**config.mk**
```make
export PLATFORM = sky130hd
export DESIGN_NAME = native_axil_master
export DESIGN_NICKNAME = d
export VERILOG_FILES = /design/src/rtl/soc_axi_pkg.sv /design/src/rtl/native_axil_master.sv
export SDC_FILE = /design/constraint.sdc
export NUM_CORES = 1
export LEC_CHECK = 0
export BUFFER_PORTS_ARGS = -buffer_cell sky130_fd_sc_hd__buf_2
export CORE_MARGIN = 5
export CORE_UTILIZATION = 43
export CTS_CLUSTER_SIZE = 14
export DETAILED_ROUTE_END_ITERATION = 8
export PLACE_DENSITY_LB_ADDON = 0.05
export SLEW_MARGIN = 0
export SYNTH_ARGS = -nofsm -noshare
export SYNTH_HDL_FRONTEND = slang
export SYNTH_SLANG_ARGS = --single-unit
export TNS_END_PERCENT = 20
```
**constraint.sdc**
```tcl
create_clock -name clk -period 1.7 [get_ports clk]
set_input_delay 0.34 -clock clk [delete_from_list [all_inputs] [get_ports clk]]
set_output_delay 0.34 -clock clk [all_outputs]
set_load 0.005 [all_outputs]
```
**src/rtl/soc_axi_pkg.sv**
```systemverilog
// Shared AXI4-Lite definitions: master FSM states, response and protection encodings.
package soc_axi_pkg;

  typedef enum logic [2:0] {
    IDLE    = 3'd0,
    WR_REQ  = 3'd1,
    WR_RESP = 3'd2,
    RD_REQ  = 3'd3,
    RD_RESP = 3'd4,
    DONE    = 3'd5
  } axil_mst_state_t;

  localparam logic [1:0] RESP_OKAY   = 2'b00;
  localparam logic [1:0] RESP_EXOKAY = 2'b01;
  localparam logic [1:0] RESP_SLVERR = 2'b10;
  localparam logic [1:0] RESP_DECERR = 2'b11;

  localparam logic [2:0] PROT_DATA = 3'b000;
  localparam logic [2:0] PROT_INSN = 3'b100;

  // SLVERR and DECERR both have the upper response bit set.
  function automatic logic resp_is_err(input logic [1:0] resp);
    return resp[1];
  endfunction

endpackage

```
**src/rtl/native_axil_master.sv**
```systemverilog
// Native CPU memory interface to AXI4-Lite initiator, one transaction in flight.
module native_axil_master
  import soc_axi_pkg::*;
#(
  parameter int unsigned ADDR_W = 32,
  parameter int unsigned DATA_W = 32
) (
  input  logic              clk,
  input  logic              reset,
  input  logic              mem_valid,
  input  logic              mem_instr,
  input  logic [ADDR_W-1:0] mem_addr,
  input  logic [DATA_W-1:0] mem_wdata,
  input  logic [3:0]        mem_wstrb,
  output logic              mem_ready,
  output logic [DATA_W-1:0] mem_rdata,
  output logic              mem_err,
  output logic              m_awvalid,
  input  logic              m_awready,
  output logic [ADDR_W-1:0] m_awaddr,
  output logic [2:0]        m_awprot,
  output logic              m_wvalid,
  input  logic              m_wready,
  output logic [DATA_W-1:0] m_wdata,
  output logic [3:0]        m_wstrb,
  input  logic              m_bvalid,
  output logic              m_bready,
  input  logic [1:0]        m_bresp,
  output logic              m_arvalid,
  input  logic              m_arready,
  output logic [ADDR_W-1:0] m_araddr,
  output logic [2:0]        m_arprot,
  input  logic              m_rvalid,
  output logic              m_rready,
  input  logic [DATA_W-1:0] m_rdata,
  input  logic [1:0]        m_rresp
);

  axil_mst_state_t state;
  logic            aw_done;
  logic            w_done;
  logic            aw_hs;
  logic            w_hs;

  // Channel handshakes seen this cycle on the write address and write data channels.
  always_comb begin
    aw_hs = m_awvalid & m_awready;
    w_hs  = m_wvalid & m_wready;
  end

  // Transaction sequencer; the request is latched straight into the AXI payload registers.
  always_ff @(posedge clk) begin
    if (reset) begin
      state     <= IDLE;
      aw_done   <= 1'b0;
      w_done    <= 1'b0;
      mem_ready <= 1'b0;
      mem_rdata <= '0;
      mem_err   <= 1'b0;
      m_awvalid <= 1'b0;
      m_awaddr  <= '0;
      m_awprot  <= '0;
      m_wvalid  <= 1'b0;
      m_wdata   <= '0;
      m_wstrb   <= '0;
      m_bready  <= 1'b0;
      m_arvalid <= 1'b0;
      m_araddr  <= '0;
      m_arprot  <= '0;
      m_rready  <= 1'b0;
    end else begin
      mem_ready <= 1'b0;
      mem_err   <= 1'b0;
      case (state)
        IDLE: begin
          if (mem_valid) begin
            if (mem_wstrb != 4'b0000) begin
              m_awaddr  <= mem_addr;
              m_awprot  <= PROT_DATA;
              m_wdata   <= mem_wdata;
              m_wstrb   <= mem_wstrb;
              m_awvalid <= 1'b1;
              m_wvalid  <= 1'b1;
              aw_done   <= 1'b0;
              w_done    <= 1'b0;
              state     <= WR_REQ;
            end else begin
              m_araddr  <= mem_addr;
              m_arprot  <= mem_instr ? PROT_INSN : PROT_DATA;
              m_arvalid <= 1'b1;
              state     <= RD_REQ;
            end
          end
        end
        WR_REQ: begin
          if (aw_hs) begin
            m_awvalid <= 1'b0;
            aw_done   <= 1'b1;
          end
          if (w_hs) begin
            m_wvalid <= 1'b0;
            w_done   <= 1'b1;
          end
          if ((aw_done || aw_hs) && (w_done || w_hs)) begin
            m_bready <= 1'b1;
            state    <= WR_RESP;
          end
        end
        WR_RESP: begin
          if (m_bvalid && m_bready) begin
            m_bready  <= 1'b0;
            mem_ready <= 1'b1;
            mem_err   <= resp_is_err(m_bresp);
            state     <= DONE;
          end
        end
        RD_REQ: begin
          if (m_arvalid && m_arready) begin
            m_arvalid <= 1'b0;
            m_rready  <= 1'b1;
            state     <= RD_RESP;
          end
        end
        RD_RESP: begin
          if (m_rvalid && m_rready) begin
            m_rready  <= 1'b0;
            mem_rdata <= m_rdata;
            mem_ready <= 1'b1;
            mem_err   <= resp_is_err(m_rresp);
            state     <= DONE;
          end
        end
        DONE: begin
          state <= IDLE;
        end
        default: begin
          state <= IDLE;
        end
      endcase
    end
  end

endmodule
```
==> impl_metrics.toml <==
[status]
outcome = "finished, final reports clean"

[hold_path]
hold_path.class = "input port to flop"

[synthesis]
ys_types = 32
synth_common_cells = "nand2_1, dfxtp_1, a21oi_1, clkbuf_1, buf_2"
yosysSeqAreaShare_pct = 55.8
yosys_warnings = 0
muxShareOfSynthArea_pct = 0
yosys.area_share.xor_xnor_pct = 0.169
async_flop_share_pct = 0
synthFlopType = "dfxtp_1"
yosysMostFrequentCell = "nand2_1"
netlist_top_cells_area = "dfxtp_1, nand2_1, a21oi_1"
synth-simple-area-share_pct = 23.5
netlist_area_sq_um = 5200
synth_top_family_by_area = "simple AND/OR/NAND/NOR gates"
synth_compound_area_share_pct = 14.9
synth_edf_count = 0
syn_area_per_cell_sq_um = 7.95
synthAdderAreaFrac_pct = 0
yosysTopAreaCell = "dfxtp_1"
synth_seq_cells = 145
synthCells = 654
synth_top_area_share_pct = 55.8

[critical_path]
cp_cell_sequence = "nand3_1, or3_1, buf_4, nand2_1, a21oi_1"
slowest_stage = "dfxtp_1"
path_buf_inv = 1
crit_path_max_fanout = 20
arrival_ns = 1.83
critPathTopFamily = "simple AND/OR/NAND/NOR gates"
max_stage_delay_ns = 0.46
end_kind = "flop"
start_kind = "flop"
critPathKind = "flop to flop"
critPathRequiredTime_ns = 1.99

[drt]
vias = 5048
drt_iter0_drc = 329
dr.pass1.iters = 5
viasPerCell = 4.80
ant_nets = 0
wire_per_inst_um = 14.0
drc = 0
routed_wl_um = 14700

[job]
drv_cap = 0

[sta]
layout_min_cycle_time_ns = 1.54
setup_slack_ns = 0.162
rsz0062_at_grt = "no"
finalSetupViolCount = 0
final-hold-violation-count = 0
fin_tns_setup_ns = 0
maxSlewViolCount = 0
timing.fmax_mhz = 650
skew_ns = 0.0121
post-route-period-util_pct = 90.4

[layout]
area_growth_pct = 38.2
diodes = 0
nets = 1007
drive_above_1_share_pct = 33.4
n_fill_cell = 1135
final_area_sq_um = 7180

[cts]
cts_buffers = 17
postCtsResizedCells = 0
cts_sinks = 145
cts_hold_buf = 0
cts_tree = "built"
cts_setup_buffers = 0
clk-insertion-delay-late_ns = 0.42
clockRootBuffer = "clkbuf_16"
clk_pin_slew_worst_paths_ns = 0.06
cts_buffer_depth = 2
htreeDepth = 4

[global_routing]
met2_usage_pct = 34.9
grt_use_total_pct = 20.4
grt_pass1_vias = 4821
grtUsageMet3_pct = 7.54
gr-total-overflow = 0
grt_pass1_wl_um = 23500
gr-max-usage-layer = "met2"
grt_use_met1_pct = 22.7
grt_antenna_before_repair = 0
grt_max_degree = 73

[placed_design]
io_buffers = 250
place_area_sq_um = 6620
place.gp.congestion = 0.787
preCtsSetupSlack_ns = 0.0351
hpwl_um = 10600

[die]
die_h_um = 120
fp.dieArea_sq_um = 14400
die_w_um = 120
num_rows = 40
num_io_pins = 258
start_util_pct = 43.6
core_region_area_sq_um = 11900

[power_and_ir_drop]
power_density_nw_per_um2 = 1340
power.leakage_uw = 0.00326
vdd_drop_max_mv = 1.07
==> cell type report <==
class / instances / area (sq um) / share of cell area [%]
clock inverters: 5 / 52.6 / 0.732
flip-flops and latches: 145 / 2900 / 40.4
repair buffers: 270 / 1500 / 20.9
well taps: 147 / 184 / 2.56
clock buffers: 25 / 505 / 7.04
multi-input cells: 460 / 2030 / 28.3
==> metal layers <==
metal,part of all wire [%],vias up
met3,7.8,19
met5,0,-
met4,2.0,0
li1,-,2590
met1,40,2260
met2,50,179
==> per-stage QoR <==
stage | hold slack, ns | util [%] | total power, uW | std cells
2_1_floorplan | 0.436 | - | 5340 | 658
3_3_place_gp | 0.439 | 55.6 | 6200 | 1022
3_5_place_dp | 0.445 | 55.6 | 6280 | 1022
4_1_cts | 0.143 | 60.3 | 9770 | 1052
5_1_grt | 0.145 | 60.3 | 10200 | 1052
6_report | 0.152 | 60.3 | 9660 | 1052
==> report_power, final <==
group	switching, uW	internal (uW)
Clock	1310	2180
Combinational	1220	922
Sequential	215	3810
Total	2750	6910
==> worst min-delay path: cells and delay by family <==
kind,cells,cell delay [ns]
buf+inv,1,0.09
compound gates,1,0.05
simple gates,1,0.04
==> final timing paths <==
check	start	end	slack [ns]	cells past startpoint
max	state[2]$_SDFFE_PP0P_	mem_rdata[20]$_SDFFE_PP0P_	0.16	5
min	m_rdata[25]	mem_rdata[25]$_SDFFE_PP0P_	0.15	3
max reg2reg	state[2]$_SDFFE_PP0P_	mem_rdata[20]$_SDFFE_PP0P_	0.16	5
min reg2reg	m_awaddr[26]$_SDFFE_PP0P_	m_awaddr[26]$_SDFFE_PP0P_	0.45	2
==> cell usage in the layout, fill, tap and decap left out, types with 2 or more instances in the layout <==
master / instances
a21oi_1: 139
a22oi_1: 2
buf_12: 8
buf_2: 249
buf_4: 13
clkbuf_1: 3
clkbuf_16: 17
clkbuf_8: 5
clkinv_2: 3
conb_1: 5
dfxtp_1: 145
nand2_1: 268
nand2b_1: 4
nand3_1: 4
nor2_1: 11
nor3_1: 5
o211ai_1: 2
o21ai_0: 2
==> logic make-up after synthesis <==
family,Yosys count
simple gates,304
compound gates,150
flops,145
buf+inv,53
xor+xnor,1
other cells,1
==> state kept, by name, summed over array words and instances (netlist names) <==
register	count
aw_done	1
m_araddr	32
m_arprot	1
m_arvalid	1
m_awaddr	32
m_awvalid	1
m_bready	1
m_rready	1
m_wdata	32
m_wstrb	4
m_wvalid	1
mem_err	1
mem_rdata	32
mem_ready	1
state	3
w_done	1
Power figures use the tool's default switching activity.
